==> config.mk <==
export PLATFORM = sky130hd
export DESIGN_NAME = sd_read_arbiter
export DESIGN_NICKNAME = d
export VERILOG_FILES = /design/src/rtl/sd_arb_pkg.sv /design/src/rtl/sd_arb_picker.sv /design/src/rtl/sd_read_arbiter.sv
export SDC_FILE = /design/constraint.sdc
export NUM_CORES = 1
export LEC_CHECK = 0
export BUFFER_PORTS_ARGS = -buffer_cell sky130_fd_sc_hd__clkbuf_2
export CAP_MARGIN = 5
export CORE_UTILIZATION = 40
export DETAILED_ROUTE_END_ITERATION = 12
export PLACE_DENSITY_LB_ADDON = 0.08
export SLEW_MARGIN = 30
export SYNTH_ARGS = -nofsm -noshare
export SYNTH_HDL_FRONTEND = slang
export SYNTH_SLANG_ARGS = --single-unit
==> constraint.sdc <==
create_clock -name clk -period 3.3 [get_ports clk]
set_input_delay 0.165 -clock clk [delete_from_list [all_inputs] [get_ports clk]]
set_output_delay 0.165 -clock clk [all_outputs]
set_load 0.005 [all_outputs]
==> src/rtl/sd_arb_pkg.sv <==
// Shared types and constants for the SD sector-read arbiter.
// Optional feature macro used by this slice: SD_ARB_ROUND_ROBIN_EN.
package sd_arb_pkg;

  localparam int unsigned SD_SECTOR_BYTES = 512;
  localparam int unsigned SD_ADDR_W       = 9;

  typedef enum logic [2:0] {
    ARB   = 3'd0,
    ISSUE = 3'd1,
    WBUSY = 3'd2,
    WDONE = 3'd3,
    NEXT  = 3'd4
  } sd_arb_state_t;

endpackage

==> src/rtl/sd_arb_picker.sv <==
// Request picker: one-hot winner and its id over a request vector.
// SD_ARB_ROUND_ROBIN_EN builds a rotating-priority pointer; otherwise lowest index wins.
module sd_arb_picker
  import sd_arb_pkg::*;
#(
  parameter int unsigned NREQ = 4,
  parameter int unsigned IDW  = $clog2(NREQ)
) (
  input  logic            clk,
  input  logic            rst_n,
  input  logic [NREQ-1:0] i_req,
  input  logic            i_take,
  output logic [NREQ-1:0] o_win,
  output logic [IDW-1:0]  o_id,
  output logic            o_any
);

`ifdef SD_ARB_ROUND_ROBIN_EN
  logic [IDW-1:0] r_ptr;
  logic [IDW-1:0] w_j;
  logic           w_found;

  // Search starts at r_ptr, the index after the last granted requester.
  always_comb begin
    o_win   = '0;
    o_id    = '0;
    w_found = 1'b0;
    w_j     = '0;
    for (int unsigned i = 0; i < NREQ; i++) begin
      w_j = IDW'((32'(r_ptr) + i) % NREQ);
      if (!w_found && i_req[w_j]) begin
        o_win[w_j] = 1'b1;
        o_id       = w_j;
        w_found    = 1'b1;
      end
    end
  end

  always_ff @(posedge clk or negedge rst_n) begin
    if (!rst_n) begin
      r_ptr <= '0;
    end else if (i_take) begin
      r_ptr <= (o_id == IDW'(NREQ - 1)) ? '0 : o_id + 1'b1;
    end
  end
`else
  logic w_found;
  logic w_unused;

  assign w_unused = ^{clk, rst_n, i_take};

  always_comb begin
    o_win   = '0;
    o_id    = '0;
    w_found = 1'b0;
    for (int unsigned i = 0; i < NREQ; i++) begin
      if (!w_found && i_req[IDW'(i)]) begin
        o_win[IDW'(i)] = 1'b1;
        o_id           = IDW'(i);
        w_found        = 1'b1;
      end
    end
  end
`endif

  assign o_any = |i_req;

endmodule

==> src/rtl/sd_read_arbiter.sv <==
// Shares one SD sector-read engine among NREQ burst requesters and tags the byte stream.
// Arbitration policy selected by SD_ARB_ROUND_ROBIN_EN (round-robin) or fixed priority when undefined.
module sd_read_arbiter
  import sd_arb_pkg::*;
#(
  parameter int unsigned NREQ = 4,
  parameter int unsigned CNTW = 8,
  parameter int unsigned IDW  = $clog2(NREQ)
) (
  input  logic                 clk,
  input  logic                 rst_n,
  input  logic [NREQ-1:0]      req,
  input  logic [NREQ*32-1:0]   req_sector,
  input  logic [NREQ*CNTW-1:0] req_count,
  output logic [NREQ-1:0]      gnt,
  output logic [NREQ-1:0]      done,
  output logic                 sd_rstart,
  output logic [31:0]          sd_rsector_no,
  input  logic                 sd_rbusy,
  input  logic                 sd_rdone,
  input  logic                 sd_outreq,
  input  logic [SD_ADDR_W-1:0] sd_outaddr,
  input  logic [7:0]           sd_outbyte,
  output logic                 o_valid,
  output logic [IDW-1:0]       o_id,
  output logic [CNTW-1:0]      o_idx,
  output logic [SD_ADDR_W-1:0] o_addr,
  output logic [7:0]           o_byte
);

  sd_arb_state_t        r_state;
  logic [NREQ-1:0]      r_gnt;
  logic [NREQ-1:0]      r_done;
  logic                 r_rstart;
  logic [31:0]          r_sector_no;
  logic [31:0]          r_base;
  logic [CNTW-1:0]      r_cnt;
  logic [CNTW-1:0]      r_idx;
  logic [IDW-1:0]       r_own;
  logic                 r_valid;
  logic [IDW-1:0]       r_oid;
  logic [CNTW-1:0]      r_oidx;
  logic [SD_ADDR_W-1:0] r_oaddr;
  logic [7:0]           r_obyte;

  logic [NREQ-1:0]      w_win;
  logic [IDW-1:0]       w_id;
  logic                 w_any;
  logic                 w_arb;
  logic                 w_fin;
  logic                 w_last;
  logic                 w_fwd;
  logic [31:0]          w_sel_sector;
  logic [CNTW-1:0]      w_sel_count;

  sd_arb_picker #(
    .NREQ (NREQ),
    .IDW  (IDW)
  ) u_picker (
    .clk    (clk),
    .rst_n  (rst_n),
    .i_req  (req),
    .i_take (w_arb),
    .o_win  (w_win),
    .o_id   (w_id),
    .o_any  (w_any)
  );

  // Requests are ignored while a done pulse is out so the finishing requester can drop req.
  assign w_arb = (r_state == ARB) && (r_gnt == '0) && (r_done == '0) && !sd_rbusy && w_any;

  assign w_sel_sector = req_sector[32*w_id +: 32];
  assign w_sel_count  = req_count[CNTW*w_id +: CNTW];

  assign w_fin  = ((r_state == WBUSY) && sd_rbusy && sd_rdone) ||
                  ((r_state == WDONE) && sd_rdone);
  assign w_last = ((r_idx + 1'b1) == r_cnt);
  assign w_fwd  = sd_outreq && ((r_state == WBUSY) || (r_state == WDONE));

  // The last-sector decision is taken on the rdone edge itself (not one cycle later in
  // NEXT) so done lands in D+1; NEXT only waits for the engine to go idle.
  always_ff @(posedge clk or negedge rst_n) begin
    if (!rst_n) begin
      r_state     <= ARB;
      r_gnt       <= '0;
      r_done      <= '0;
      r_rstart    <= 1'b0;
      r_sector_no <= '0;
      r_base      <= '0;
      r_cnt       <= '0;
      r_idx       <= '0;
      r_own       <= '0;
      r_valid     <= 1'b0;
      r_oid       <= '0;
      r_oidx      <= '0;
      r_oaddr     <= '0;
      r_obyte     <= '0;
    end else begin
      r_done   <= '0;
      r_rstart <= 1'b0;
      r_valid  <= w_fwd;
      if (w_fwd) begin
        r_oid   <= r_own;
        r_oidx  <= r_idx;
        r_oaddr <= sd_outaddr;
        r_obyte <= sd_outbyte;
      end

      case (r_state)
        ARB: begin
          if (r_gnt != '0) begin
            // Zero-length burst granted last cycle: retire it without touching the engine.
            r_done <= r_gnt;
            r_gnt  <= '0;
          end else if (w_arb) begin
            r_gnt  <= w_win;
            r_own  <= w_id;
            r_base <= w_sel_sector;
            r_cnt  <= w_sel_count;
            r_idx  <= '0;
            if (w_sel_count != '0) begin
              r_state <= ISSUE;
            end
          end
        end
        ISSUE: begin
          r_rstart    <= 1'b1;
          r_sector_no <= r_base + 32'(r_idx);
          r_state     <= WBUSY;
        end
        WBUSY: begin
          if (sd_rbusy && !sd_rdone) begin
            r_state <= WDONE;
          end
        end
        WDONE: begin
        end
        NEXT: begin
          if (!sd_rbusy) begin
            r_state <= ISSUE;
          end
        end
        default: begin
          r_state <= ARB;
        end
      endcase

      if (w_fin) begin
        if (w_last) begin
          r_done  <= r_gnt;
          r_gnt   <= '0;
          r_state <= ARB;
        end else begin
          r_idx   <= r_idx + 1'b1;
          r_state <= NEXT;
        end
      end
    end
  end

  assign gnt           = r_gnt;
  assign done          = r_done;
  assign sd_rstart     = r_rstart;
  assign sd_rsector_no = r_sector_no;
  assign o_valid       = r_valid;
  assign o_id          = r_oid;
  assign o_idx         = r_oidx;
  assign o_addr        = r_oaddr;
  assign o_byte        = r_obyte;

endmodule

# Word-level counts from Yosys, hierarchy flattened
# Index checks and enable logic that the tools add are counted.
# op_classes
n_mux	32
add_sub_neg	2
n_eq_ne	11
reduce_logical	27
n_bitwise	1
n_shift	2
# ops
cell	count
$shiftx 128x8->32	1
$mux 8	5
$mux 4	9
$add 32x8->32	1
$shiftx 32x6->8	1
$mux 3	7
$pmux 3 s5	1
$logic_and 1x1->1	12
$ne 3x2->1 const B	3
$add 8x1->8 const B	1
$eq 8x8->1	1
$logic_not 4->1	2
$mux 1	8
$reduce_bool 8->1	1
$eq 3x2->1 const B	2
$ne 3x3->1 const B	2
$reduce_and 6->1	1
$logic_not 1->1	5
$mux 2	2
$reduce_bool 4->1	1
$reduce_or 4->1	1
$eq 3x1->1 const B	1
$eq 3x3->1 const B	1
$logic_not 3->1	1
4 further kinds	5
# totals
word_cells	89
regBits	122
in_bits	186
output_inout_bits	69

# Longest topological paths before layout
# logic_depth
ltp_word	17
depth_mapped	10
depth_no_buf	9

# Hierarchy
# Synthesis repeated with hierarchy kept, for this count alone.
# hier_totals
cells_unflattened	553
area_unflattened_um2	6703.9
# by_module_without_submodules
module	area_each_um2	cells_per_inst	n_inst	seq_area_each_um2
sd_read_arbiter	6642.6	542	1	3052.9
sd_arb_picker	61.3	11	1	0.0

# Worst setup path before layout
# Ideal clock, no wire load.
# synth_path
path_type	register -> register
from	reg r_idx[0]
to	reg r_idx[6]
synth_period_minus_slack_ns	2.481
setup_ns	0.124
required_ns	3.176
stages_incl_launch_ff	10
slack_ns	0.819
arrival_ns	2.357
path_buffers	1
path_cell_list	dfrtp_1 > ha_1 > and3_1 > a2111oi_2 > o221ai_1 > a2111oi_4 > a211o_2 > buf_2 > nor2_1 > a211o_1
# synth_between
elab_chain_len	4
# synth_lines
item	line	rtl
from (decl)	sd_read_arbiter.sv:38	logic [CNTW-1:0] r_idx;
from (signal assigned)	sd_read_arbiter.sv:154	r_idx <= r_idx + 1'b1;
$add 8x1->8 (*)	sd_read_arbiter.sv:77, sd_read_arbiter.sv:154	
$eq 8x8->1	sd_read_arbiter.sv:77	assign w_last = ((r_idx + 1'b1) == r_cnt);
$mux 8 (*)	sd_read_arbiter.sv:149	if (w_last) begin
$mux 8 (*)	sd_read_arbiter.sv:148	if (w_fin) begin
# Every way passes the cells marked *; elsewhere a longest branch is shown, timed or not.
# A chain may end at the register's enable or synchronous reset.

# Final worst setup path
# layout_path
from	reg r_idx[2]
to	reg r_sector_no[28] (netlist: sd_rsector_no[28])
# layout_between
elab_chain_len	1
# layout_lines
item	line	rtl
$add 32x8->32	sd_read_arbiter.sv:128	r_sector_no <= r_base + 32'(r_idx);
to (signal assigned)	sd_read_arbiter.sv:128	
to (decl)	sd_read_arbiter.sv:35	logic [31:0] r_sector_no;
# No other way between the ends.

==> reports/results.ini <==
[run_status]
status=finished clean

[worst_setup_path]
cp-startpoint=r_idx[2]
crit_end=sd_rsector_no[28]
slowest_stage=nor3b_2
cp_max_fo=12
reg2reg_from=r_idx[2]
crit_chain=ha_1, a21o_1, a21o_1, a211oi_1, nor3b_2, nand4_1, xor2_1, o21ai_0
worstReg2RegEnd=sd_rsector_no[28]
cp_common_cell=a21o_1
cp.required_ns=3.63
rrSetupSlack_ns=0.55
crit_cells=8
crit_path_end_kind=flop
criticalPathCategory=flop to flop
crit_family=simple AND/OR/NAND/NOR gates
r2r_cells=8
max_stage_delay_ns=0.78
critPathLaunchType=flop
critPathBufInv=0
critical_path_arrival_ns=3.07

[grt]
grt_usage=0.235
grt-ovfl-total=0
grt_pass1_wl_microns=30100
met3_usage=0.0557
grt.busiest_layer=met2
grt_pass1_vias=5931
antenna_found_initial=1
grt_max_degree=75
grt_util_met2=0.360
global_route.usage.met1=0.328

[floorplan]
row_count=46
die_w_microns=129
ioPinCount=255
core_sq_um=15800
initial_core_util=0.410
die_y_microns=129
die_area_sq_um=16700

[placed_design]
dp.cells=1190
numPortBuffers=254
dpl_cell_area_sq_um=7970
post-place-ws_ns=0.571
place_hpwl_microns=13900
finalWeightedCongestion=0.809

[sta]
tightestPinTransition_ns=0.917
slew_headroom=0.386
timing.final.max_slew_violations=0
fin_skew_ns=0.00734
fin_ws_ns=0.553
timing.fmax_mhz=364
min_period_ns=2.75
finalCritPeriodShare=0.832
rsz0062_at_grt=no
whs_ns=0.0467
tns_ns=0
setup_viol=0
hold_violations=0

[logic_synthesis]
seq_area_frac_synth=0.471
synthFlopType=dfrtp_1
synthTopCellsByArea=dfrtp_1 47%, nand2_1 13%, o21ai_0 5.6%
async_flop_share=1.00
synth-edff-count=0
synth.most_common_cell=nand2_1
synth_top_area_frac=0.471
yosys.area.top_type=dfrtp_1
ys_types=48
synth_nets=954
syn_area_sq_um=6480
ys_seq_elements=122
synthCells=758
synth_common_cells=228 x nand2_1, 122 x dfrtp_1, 73 x o21ai_0, 48 x nand3_1, 41 x clkbuf_1
syn_avg_cell_area_sq_um=8.55
yosys_warnings=0

[route]
wire_per_inst_microns=15.5
vias=6296
drtIter0Drc=321
drtAntennaViolNets=0
drc=0
wirelength_microns=19200
viasPerCell=5.07
dr.pass1.iters=4

[power_and_ir_drop]
switching_power_mw=2.50
power_density_nw_per_um2=781
internal_power_mw=4.34
combPwrFrac=0.342
power.leakage_nw=4.45
p_sw_frac=0.366
ir_drop_mv=0.401
pwr-share-seq=0.395
clkPwrFrac=0.263

[finish]
final_cell_area_sq_um=8760
finalNetCount=1208
syn2layout_area_growth_pct=35.1
stdcell_count=1241
drive_gt1_frac=0.308
final-seq-area_sq_um=3050
num-fill-cells=1485
multiInputGateArea_sq_um=3260

[flow_run]
cap_violations=0

[clock_network]
post-cts-setup-buffers=0
cts_buffers=17
clkLatencyLatePin_ns=0.41
cts_root_buf=clkbuf_16
cts_buffer_depth=2
cts.sinks=122
cts_tree=yes
htree_num_levels=4
path_clk_slew_ns=0.05

[worst_hold_path]
hold_class=input port to flop

[flip-flops by register name, summed over array words and instances, names as in the netlist, 3 cells and up]
register	cells
done	4
gnt	4
o_addr	9
o_byte	8
o_idx	8
r_base	32
r_cnt	8
r_idx	8
r_state	3
sd_rsector_no	32
[through the flow]
step / power (mW) / util
after floorplan: 4.08 / -
after global placement: 4.99 / 0.504
after detailed placement: 5.04 / 0.504
after CTS: 6.89 / 0.552
after global routing: 7.36 / 0.554
final: 6.84 / 0.554
[how the worst min path moves through the flow]
| stage | startpoint | to | cells past startpoint |
|---|---|---|---|
| 6_report | sd_rbusy | r_state[2] | 3 |
| 5_1_grt | req[2] | gnt[3] | 2 |
| 4_1_cts | req[2] | gnt[3] | 2 |
| 3_5_place_dp | rst_n | sd_rsector_no[26] | 1 |
| 3_3_place_gp | rst_n | sd_rsector_no[25] | 1 |
| 2_1_floorplan | rst_n | done[0] | 0 |
[what timing repair did]
| item | 4_1_cts | 5_1_grt |
|---|---|---|
| hold buffers | 18 | 0 |
| endpoints found under the hold margin | 74 | 0 |
| setup endpoints to repair | 0 | 0 |
| gates resized for setup | 0 | 0 |
[layout make-up]
class | instances | area share
multi-input cells | 578 | 0.372
flip-flops and latches | 122 | 0.348
repair buffers | 282 | 0.178
clock buffers | 19 | 0.0517
well taps | 216 | 0.0308
clock inverters | 12 | 0.0143
inverters | 11 | 0.00471
diodes | 1 | 0.000286
[kinds of logic (layout without fill, tap and decap cells)]
| kind of cell | Yosys count | count (layout) | synth area share |
|---|---|---|---|
| other | 0 | 1 | 0 |
| and+or+nand+nor | 350 | 350 | 0.236 |
| AOI/OAI and AO/OA | 171 | 171 | 0.172 |
| xor gates and xnor gates | 38 | 38 | 0.0513 |
| buffers and inverters | 58 | 324 | 0.0342 |
| DFF | 122 | 122 | 0.471 |
| adders and majority gates | 10 | 10 | 0.0205 |
| muxes | 9 | 9 | 0.0156 |
[routing by layer]
layer	vias to the layer above	routed length, microns
met2	229	8520
met3	27	1270
met5	-	0
met4	0	278
li1	3174	-
met1	2866	9140
[cell usage in the layout (no fill, tap or decap), types with 2 or more instances in the layout]
master           n
a211o_1          5
a21boi_0         3
a21o_1           7
a21oi_1         18
a21oi_4          2
and2_1           3
and3_1          10
buf_4            9
bufinv_16        2
clkbuf_16       17
clkbuf_2       253
clkbuf_8         2
clkinv_1         2
clkinv_2         5
clkinv_4         2
clkinvlp_4       3
dfrtp_1        122
dlygate4sd3_1   18
ha_1             9
inv_1            9
mux2_2           9
nand2_1        227
nand2b_1         4
nand3_1         48
nand3b_1         2
nand4_1          8
nor2_1          15
nor2b_1          5
nor3_1           8
nor3b_1          2
nor4_1           3
o21ai_0         73
o221ai_1        33
o22ai_1         15
o32ai_1          2
or3_1            7
or4_1            2
xnor2_1         11
xor2_1          27
[worst reg2reg max path: cells and delay by family (launching register included)]
| family | cells | cell delay (ns) |
|---|---|---|
| XOR/XNOR | 1 | 0.19 |
| AND/OR/NAND/NOR | 2 | 0.99 |
| AO/OA/AOI/OAI | 4 | 0.54 |
| flip-flops | 1 | 0.52 |
| adder cells (fa/ha/maj) | 1 | 0.42 |
[power by group through the flow]
stage / Clock, mW / Sequential (mW) / Combinational (mW)
floorplan: 0 / 2.58 / 1.50
global placement: 0 / 2.69 / 2.30
detailed placement: 0 / 2.71 / 2.33
CTS: 1.83 / 2.70 / 2.36
global route: 1.90 / 2.80 / 2.66
finish: 1.80 / 2.70 / 2.34
Note: power is estimated with default switching activity, not from simulation.
